$ cat src/rtl/mmu_result_collector.sv
// Deskews MMU result columns into whole rows and queues them for the accumulator writer.
// Optional MMU_COLLECTOR_STATS_EN adds a saturating dropped_rows_o counter.
`timescale 1ns/1ps
module mmu_result_collector #(
    parameter int MATRIX_WIDTH = 4,
    parameter int FIFO_DEPTH   = 4,
    parameter int ADDR_WIDTH   = 8
) (
    input  logic                                 clk_i,
    input  logic                                 rst_i,
    input  logic                                 start_i,
    input  logic [ADDR_WIDTH-1:0]                row_count_i,
    input  logic [ADDR_WIDTH-1:0]                base_addr_i,
    input  logic [MATRIX_WIDTH-1:0][31:0]        result_in_i,
    output logic                                 out_valid_o,
    input  logic                                 out_ready_i,
    output logic [MATRIX_WIDTH-1:0][31:0]        out_data_o,
    output logic [ADDR_WIDTH-1:0]                out_row_addr_o,
    output logic                                 busy_o,
    output logic                                 done_o,
    output logic                                 overflow_o
`ifdef MMU_COLLECTOR_STATS_EN
    ,
    output logic [15:0]                          dropped_rows_o
`endif
);
    localparam int PW = (FIFO_DEPTH > 1) ? $clog2(FIFO_DEPTH) : 1;
    localparam int CW = PW + 1;
    localparam int KW = ADDR_WIDTH + $clog2(MATRIX_WIDTH) + 1;

    localparam logic [1:0] S_IDLE    = 2'd0;
    localparam logic [1:0] S_COLLECT = 2'd1;
    localparam logic [1:0] S_DRAIN   = 2'd2;

    typedef logic [MATRIX_WIDTH-1:0][31:0] row_t;

    row_t                  row_w;
    logic [1:0]            state_q, state_d;
    logic [KW-1:0]         k_q, k_d, last_k_q, last_k_d;
    logic [ADDR_WIDTH-1:0] addr_q, addr_d;
    logic                  done_q, done_d, ovf_q, ovf_d;
    row_t                  mem_dat_q [FIFO_DEPTH];
    logic [ADDR_WIDTH-1:0] mem_addr_q [FIFO_DEPTH];
    logic [PW-1:0]         wr_ptr_q, rd_ptr_q;
    logic [CW-1:0]         cnt_q, cnt_d;
    logic                  push_w, pop_w, full_w, wr_w, drop_w, start_acc_w;

    // Column j is delayed MATRIX_WIDTH-1-j edges so all lanes of a row line up with the last column.
    genvar j;
    for (j = 0; j < MATRIX_WIDTH - 1; j++) begin : g_dly
        localparam int N = MATRIX_WIDTH - 1 - j;
        logic [31:0] dly_q [N];
        always_ff @(posedge clk_i) begin
            if (rst_i) begin
                for (int i = 0; i < N; i++) dly_q[i] <= '0;
            end else begin
                dly_q[0] <= result_in_i[j];
                for (int i = 1; i < N; i++) dly_q[i] <= dly_q[i-1];
            end
        end
        assign row_w[j] = dly_q[N-1];
    end
    assign row_w[MATRIX_WIDTH-1] = result_in_i[MATRIX_WIDTH-1];

    assign start_acc_w = (state_q == S_IDLE) && start_i && (row_count_i != '0);
    assign push_w      = (state_q == S_COLLECT) && (k_q >= KW'(MATRIX_WIDTH - 1));
    assign pop_w       = (cnt_q != '0) && out_ready_i;
    assign full_w      = (cnt_q == CW'(FIFO_DEPTH));
    assign wr_w        = push_w && (!full_w || pop_w);
    assign drop_w      = push_w && full_w && !pop_w;
    assign cnt_d       = cnt_q + CW'(wr_w) - CW'(pop_w);

    always_comb begin
        state_d  = state_q;
        k_d      = k_q;
        last_k_d = last_k_q;
        addr_d   = addr_q;
        done_d   = 1'b0;
        ovf_d    = ovf_q | drop_w;
        case (state_q)
            S_IDLE: begin
                if (start_i && row_count_i == '0) begin
                    done_d = 1'b1;
                end else if (start_acc_w) begin
                    state_d  = S_COLLECT;
                    k_d      = KW'(1);
                    last_k_d = KW'(row_count_i) + KW'(MATRIX_WIDTH - 2);
                    addr_d   = base_addr_i;
                    ovf_d    = 1'b0;
                end
            end
            S_COLLECT: begin
                k_d = k_q + KW'(1);
                // Dropped rows still consume an address so later rows keep theirs.
                if (push_w) addr_d = addr_q + ADDR_WIDTH'(1);
                if (k_q == last_k_q) state_d = S_DRAIN;
            end
            S_DRAIN: begin
                if (cnt_d == '0) begin
                    state_d = S_IDLE;
                    done_d  = 1'b1;
                end
            end
            default: state_d = S_IDLE;
        endcase
    end

    always_ff @(posedge clk_i) begin
        if (rst_i) begin
            state_q  <= S_IDLE;
            k_q      <= '0;
            last_k_q <= '0;
            addr_q   <= '0;
            done_q   <= 1'b0;
            ovf_q    <= 1'b0;
            wr_ptr_q <= '0;
            rd_ptr_q <= '0;
            cnt_q    <= '0;
            for (int i = 0; i < FIFO_DEPTH; i++) begin
                mem_dat_q[i]  <= '0;
                mem_addr_q[i] <= '0;
            end
        end else begin
            state_q  <= state_d;
            k_q      <= k_d;
            last_k_q <= last_k_d;
            addr_q   <= addr_d;
            done_q   <= done_d;
            ovf_q    <= ovf_d;
            cnt_q    <= cnt_d;
            if (wr_w) begin
                mem_dat_q[wr_ptr_q]  <= row_w;
                mem_addr_q[wr_ptr_q] <= addr_q;
                wr_ptr_q             <= wr_ptr_q + PW'(1);
            end
            if (pop_w) rd_ptr_q <= rd_ptr_q + PW'(1);
        end
    end

    assign out_valid_o    = (cnt_q != '0);
    assign out_data_o     = mem_dat_q[rd_ptr_q];
    assign out_row_addr_o = mem_addr_q[rd_ptr_q];
    assign busy_o         = (state_q != S_IDLE);
    assign done_o         = done_q;
    assign overflow_o     = ovf_q;

`ifdef MMU_COLLECTOR_STATS_EN
    logic [15:0] drop_cnt_q, drop_cnt_d;
    always_comb begin
        drop_cnt_d = drop_cnt_q;
        if (start_acc_w)                             drop_cnt_d = '0;
        else if (drop_w && drop_cnt_q != 16'hFFFF)   drop_cnt_d = drop_cnt_q + 16'd1;
    end
    always_ff @(posedge clk_i) begin
        if (rst_i) drop_cnt_q <= '0;
        else       drop_cnt_q <= drop_cnt_d;
    end
    assign dropped_rows_o = drop_cnt_q;
`endif
endmodule

$ cat config.mk
export PLATFORM = sky130hd
export DESIGN_NAME = mmu_result_collector
export DESIGN_NICKNAME = d
export VERILOG_FILES = /design/src/rtl/mmu_result_collector.sv
export SDC_FILE = /design/constraint.sdc
export NUM_CORES = 1
export LEC_CHECK = 0
export ABC_AREA = 1
export CORE_ASPECT_RATIO = 0.8
export CORE_MARGIN = 5
export CORE_UTILIZATION = 40
export CTS_BUF_LIST = sky130_fd_sc_hd__clkbuf_8
export DETAILED_ROUTE_END_ITERATION = 16
export PLACE_DENSITY_LB_ADDON = 0.2
export RECOVER_POWER = 25
export SLEW_MARGIN = 10
export SYNTH_ARGS = -nofsm -noshare
export SYNTH_HDL_FRONTEND = slang
export SYNTH_SLANG_ARGS = --single-unit
$ cat constraint.sdc
create_clock -name clk_i -period 38.1 [get_ports clk_i]
set_input_delay 7.62 -clock clk_i [delete_from_list [all_inputs] [get_ports clk_i]]
set_output_delay 7.62 -clock clk_i [all_outputs]
set_load 0.02 [all_outputs]
======== After elaboration in Yosys (flattened, before gate mapping) ========
Memories as Yosys holds them, arrays and structs flattened. A register that Yosys moved wholly into a read port is not among the register bits.
Cells that the tools add are included.
word-level totals
  flip-flop bits (word level) ............. 41
  bits in latches ......................... 0
  bits in writable memories ............... 736
  ROM bits ................................ 0
  input port bits ......................... 148
  output and inout port bits .............. 140
  word-level logic and storage cells ...... 104
  memories kept ........................... 5
memories
  name            depth  width  read ports  clocked after Yosys merged registers in  write ports  line  source
  mem_dat_q       4      128    1           1                                        4            42    row_t mem_dat_q [FIFO_DEPTH];
  g_dly[0].dly_q  3      32     3           0                                        3            52    logic [31:0] dly_q [N];
  g_dly[1].dly_q  2      32     2           0                                        2            52
  g_dly[2].dly_q  1      32     1           0                                        1            52
  mem_addr_q      4      8      1           1                                        4            43    logic [ADDR_WIDTH-1:0] mem_addr_q [FIFO_DEPTH];
operators by class
  add/sub/neg operators ................... 7
  $mul .................................... 0
  divide/modulo/power cells ............... 0
  $lt $le $gt $ge ......................... 1
  equality and inequality tests ........... 9
  shift-type cells ........................ 0
  muxes and demuxes ....................... 41
  bitwise operators ....................... 7
  reduce and logical (&&, ||, !) cells .... 25
operators with widths
  cell                                                                number
  two-way mux 32 bit                                                  6
  two-way mux 128 bit                                                 1
  OR reduction 128 bit                                                1
  two-way mux 8 bit                                                   4
  OR reduction 32 bit                                                 1
  two-way mux 11 bit                                                  2
  one-hot mux 11 bit (2 select lines)                                 1
  two-way mux 2 bit                                                   10
  one-hot mux 8 bit (2 select lines)                                  1
  two-way mux 1 bit                                                   14
  adder 11 x 1 -> 11 bit, second input constant                       1
  equality test 11 bit                                                1
  greater-or-equal comparator 11 x 2 -> 1 bit, second input constant  1
  adder 8 x 2 -> 9 bit, second input constant                         1
  adder 8 x 1 -> 8 bit, second input constant                         1
  logical AND 1 bit                                                   8
  zero test 8 bit                                                     1
  inequality test 2 bit, second input constant                        4
  AND reduction 4 bit                                                 2
  nonzero test 8 bit                                                  1
  OR reduction 8 bit                                                  1
  OR 1 bit                                                            6
  one-hot mux 2 bit (3 select lines)                                  1
  AND reduction 3 bit                                                 2
  15 further kinds                                                    18

======== Longest topological paths before layout ========
  depth after elaboration ................. 9
  gate-level depth with buffers ........... 17
  depth with buffers taken out ............ 17

======== Worst setup path before layout ========
Ideal clock, no wire load.
  path kind ............................... in2reg
  from .................................... input out_ready_i
  to ...................................... memory mem_addr_q[1][0] (enable)
  library setup time ...................... 0.819 ns
  arrival ................................. 17.460 ns
  required time ........................... 37.281 ns
  path slack .............................. 19.821 ns
  stages on the path ...................... 4
  buffers on the path ..................... 0
  path through ............................ nand2_1 -> nand3_1 -> nand3_4 -> o21ai_0
RTL lines
  what             line  source
  start, declared  16    input logic out_ready_i,
  end, declared    43

==> flow_summary.toml <==
[clocking]
clockBufferDepth = 3
holdBufCountCts = 0
clock-sinks = 777
cts-root-buf = "clkbuf_8"
cts_setup_buffers = 0
cts_tree = "yes"
cts_max_level = 3
cts_buffers = 120
cts.repair.resized = 0
clkTransAtPathRegs_ps = 60
clock_latency_ps = 720

[die]
fp-row-count = 90
ios = 288
fp.dieW_um = 319.5
core-area_sq_um = 75670
start_util_pct = 40.51
die-area_sq_um = 82310
die-height_um = 257.6

[layout]
final_common_cell = "nor2_1"
area_delta_synth_final_pct = 18.92
drive_gt1_share_pct = 5.924
final_cells = 4372
final_cell_mix = "nor2_1 (922), edfxtp_1 (544), inv_1 (436), o21ai_0 (305), clkdlybuf4s50_1 (286)"
fin_nets = 3408

[sta]
setup_violations = 0
fin_crit_sh_pct = 54.75
fin_crit_ps = 20860
slew_violations = 695
rsz0062_at_grt = "no"
worst-slew-pin-transition_ps = 9736
max_clock_freq_mhz = 47.94
setup_tns_ps = 0
relSlewSlack_pct = -549.1
final-hold-violation-count = 0
skew_ps = 38.05

[global_route]
gr-total-overflow = 0
grt_pass1_wl_mm = 121.6
antenna_found_initial = 2
grt_pass1_vias = 21572
grt_usage_pct = 18.62
grt_max_degree = 166

[power_and_ir_drop]
irDropWorstVdd_v = 0.00003706
power.leakage_nw = 14.80
powerDensity_nw_per_um2 = 58.62

[detailed_routing]
wl_per_cell_um = 18.04
drc = 0
finalWirelength_mm = 78.89
first_pass_iters = 5
ant_nets = 0
vias = 21279
drt_iter0_drc = 1561
via_per_inst = 4.867

[critical_path]
ff2ff_setup_slack_ps = 24120
reg2reg_from = "k_q[0]"
critPathLaunchType = "input pin"
reg2reg_depth = 10
crit_type = "in2reg"
timing.critical_path.required_ps = 38410
worstSetupEndpointType = "flop"
r2r-end = "mem_dat_q[0][108]"
cp_max_fo = 139
critPathArrivalTime_ps = 21170

[min_path]
min_to = "g_dly[0].dly_q[0][79]"
hold_start = "g_dly[0].dly_q[0][47]"
hold_path_depth = 2
worstHoldPathType = "reg2reg"

[yosys]
syn-mean-instance-area_sq_um = 10.20
yosysTopAreaCell = "edfxtp_1"
ys_types = 36
syn_inst = 3004
syn_area_sq_um = 30660
yosys_warnings = 0
yosysSeqAreaShare_pct = 68.50
synth_nets = 3158
synth_top_area_share_pct = 53.29
synthTopCellsByArea = "edfxtp_1 (53%), dfxtp_1 (15%), nor2_1 (11%)"
ys_ff_latch = 777

[placement]
io_buffers = 287
dpl.hpwl_mm = 42.37
dp_cells = 4144
gp_congestion = 0.8217

[status]
failed_checks = "capacitance limit, slew limit"
outcome = "complete, but fails checks"

[job]
cap_violations = 6
==> flip-flops by register name (all words and copies together) (netlist names), named ones only <==
name,flops
overflow_o,1
mem_dat_q,512
done_o,1
state_q,2
k_q,11
g_dly.dly_q,192
wr_ptr_q,2
addr_q,8
mem_addr_q,32
cnt_q,3
rd_ptr_q,2
last_k_q,9
==> synth_stat cells <==
cell type / count
nand4_1: 5
nand2_1: 199
nand3b_2: 1
inv_2: 1
buf_6: 11
buf_2: 11
buf_4: 10
edfxtp_1: 544
nor3_1: 11
nor2_4: 1
nor2_1: 922
a21oi_1: 17
nand3_4: 1
nand3b_1: 2
buf_8: 1
or2_2: 1
o21a_1: 1
nand2_4: 20
xnor2_1: 1
nand3_2: 1
ha_1: 5
buf_1: 6
or2_1: 1
a22oi_1: 1
clkbuf_1: 137
buf_12: 2
o31ai_1: 1
inv_1: 376
o22ai_1: 140
nand3_1: 26
dfxtp_1: 233
nand2_2: 1
xor2_1: 6
o21ai_0: 305
clkinv_1: 2
fa_1: 1
==> layout make-up <==
type                            instances  area, sq um
Clock inverter                         92        479.2
Fill cell                            6987        39220
Timing Repair Buffer                  306         2994
Tap cell                             1012         1266
Multi-Input combinational cell       1670         7400
Inverter                              379         1448
Sequential cell                       777        21010
Clock buffer                          135         1858
Antenna cell                            1        2.502
==> per-stage QoR <==
stage / instance area [sq um] / worst slack [ps] / hold WS [ps] / utilization, % / total power (W)
final: 36460 / 17240 / 393.6 / 48.17 / 0.002137
after detailed placement: 34190 / 25990 / 392.7 / 45.18 / 0.001497
after global placement: 34190 / 25980 / 391.8 / 45.18 / 0.001491
after CTS: 36530 / 25490 / 395.3 / 48.27 / 0.002164
after floorplan: 30660 / 19820 / 388.3 / - / 0.001250
after global routing: 36460 / 16470 / 409.8 / 48.17 / 0.002241
==> cell families after synthesis <==
logic type / Yosys count / synth area share, %
buf+inv: 557 / 7.400
simple gates: 1192 / 15.44
xor+xnor: 7 / 0.2000
flops: 777 / 68.50
fa+ha+maj: 6 / 0.2694
compound gates: 465 / 8.187
==> critical path, cell delays in order <==
cell	delay [ps]
clkbuf_1	980
nor2_4	340
clkbuf_1	6750
nand3_4	2990
nand2_4	1460
buf_4	930
==> worst max-delay path by stage <==
stage	end	cells after the start	start
2_1_floorplan	mem_addr_q[1][0]	4	out_ready_i
3_3_place_gp	mem_dat_q[0][114]	9	out_ready_i
3_5_place_dp	mem_dat_q[0][123]	9	out_ready_i
4_1_cts	out_row_addr_o[1]	5	flop
5_1_grt	mem_addr_q[0][1]	6	rst_i
6_report	mem_dat_q[0][108]	6	rst_i
==> metal layers <==
layer | GRT usage (%) | wire length, um
met1 | 23.92 | 33430
met2 | 31.71 | 38320
met3 | 3.594 | 4689
met5 | 0 | 13
met4 | 6.588 | 2432
==> report_power, final <==
| part | total, W | switching (W) | internal, W | leakage [nW] |
|---|---|---|---|---|
| registers | 0.000962 | 0.0000237 | 0.000939 | 7.54 |
| clock network | 0.000665 | 0.000320 | 0.000345 | 1.42 |
| logic | 0.000510 | 0.000319 | 0.000191 | 5.84 |
| total | 0.00214 | 0.000662 | 0.00147 | 14.8 |
Power figures use the tool's default switching activity.
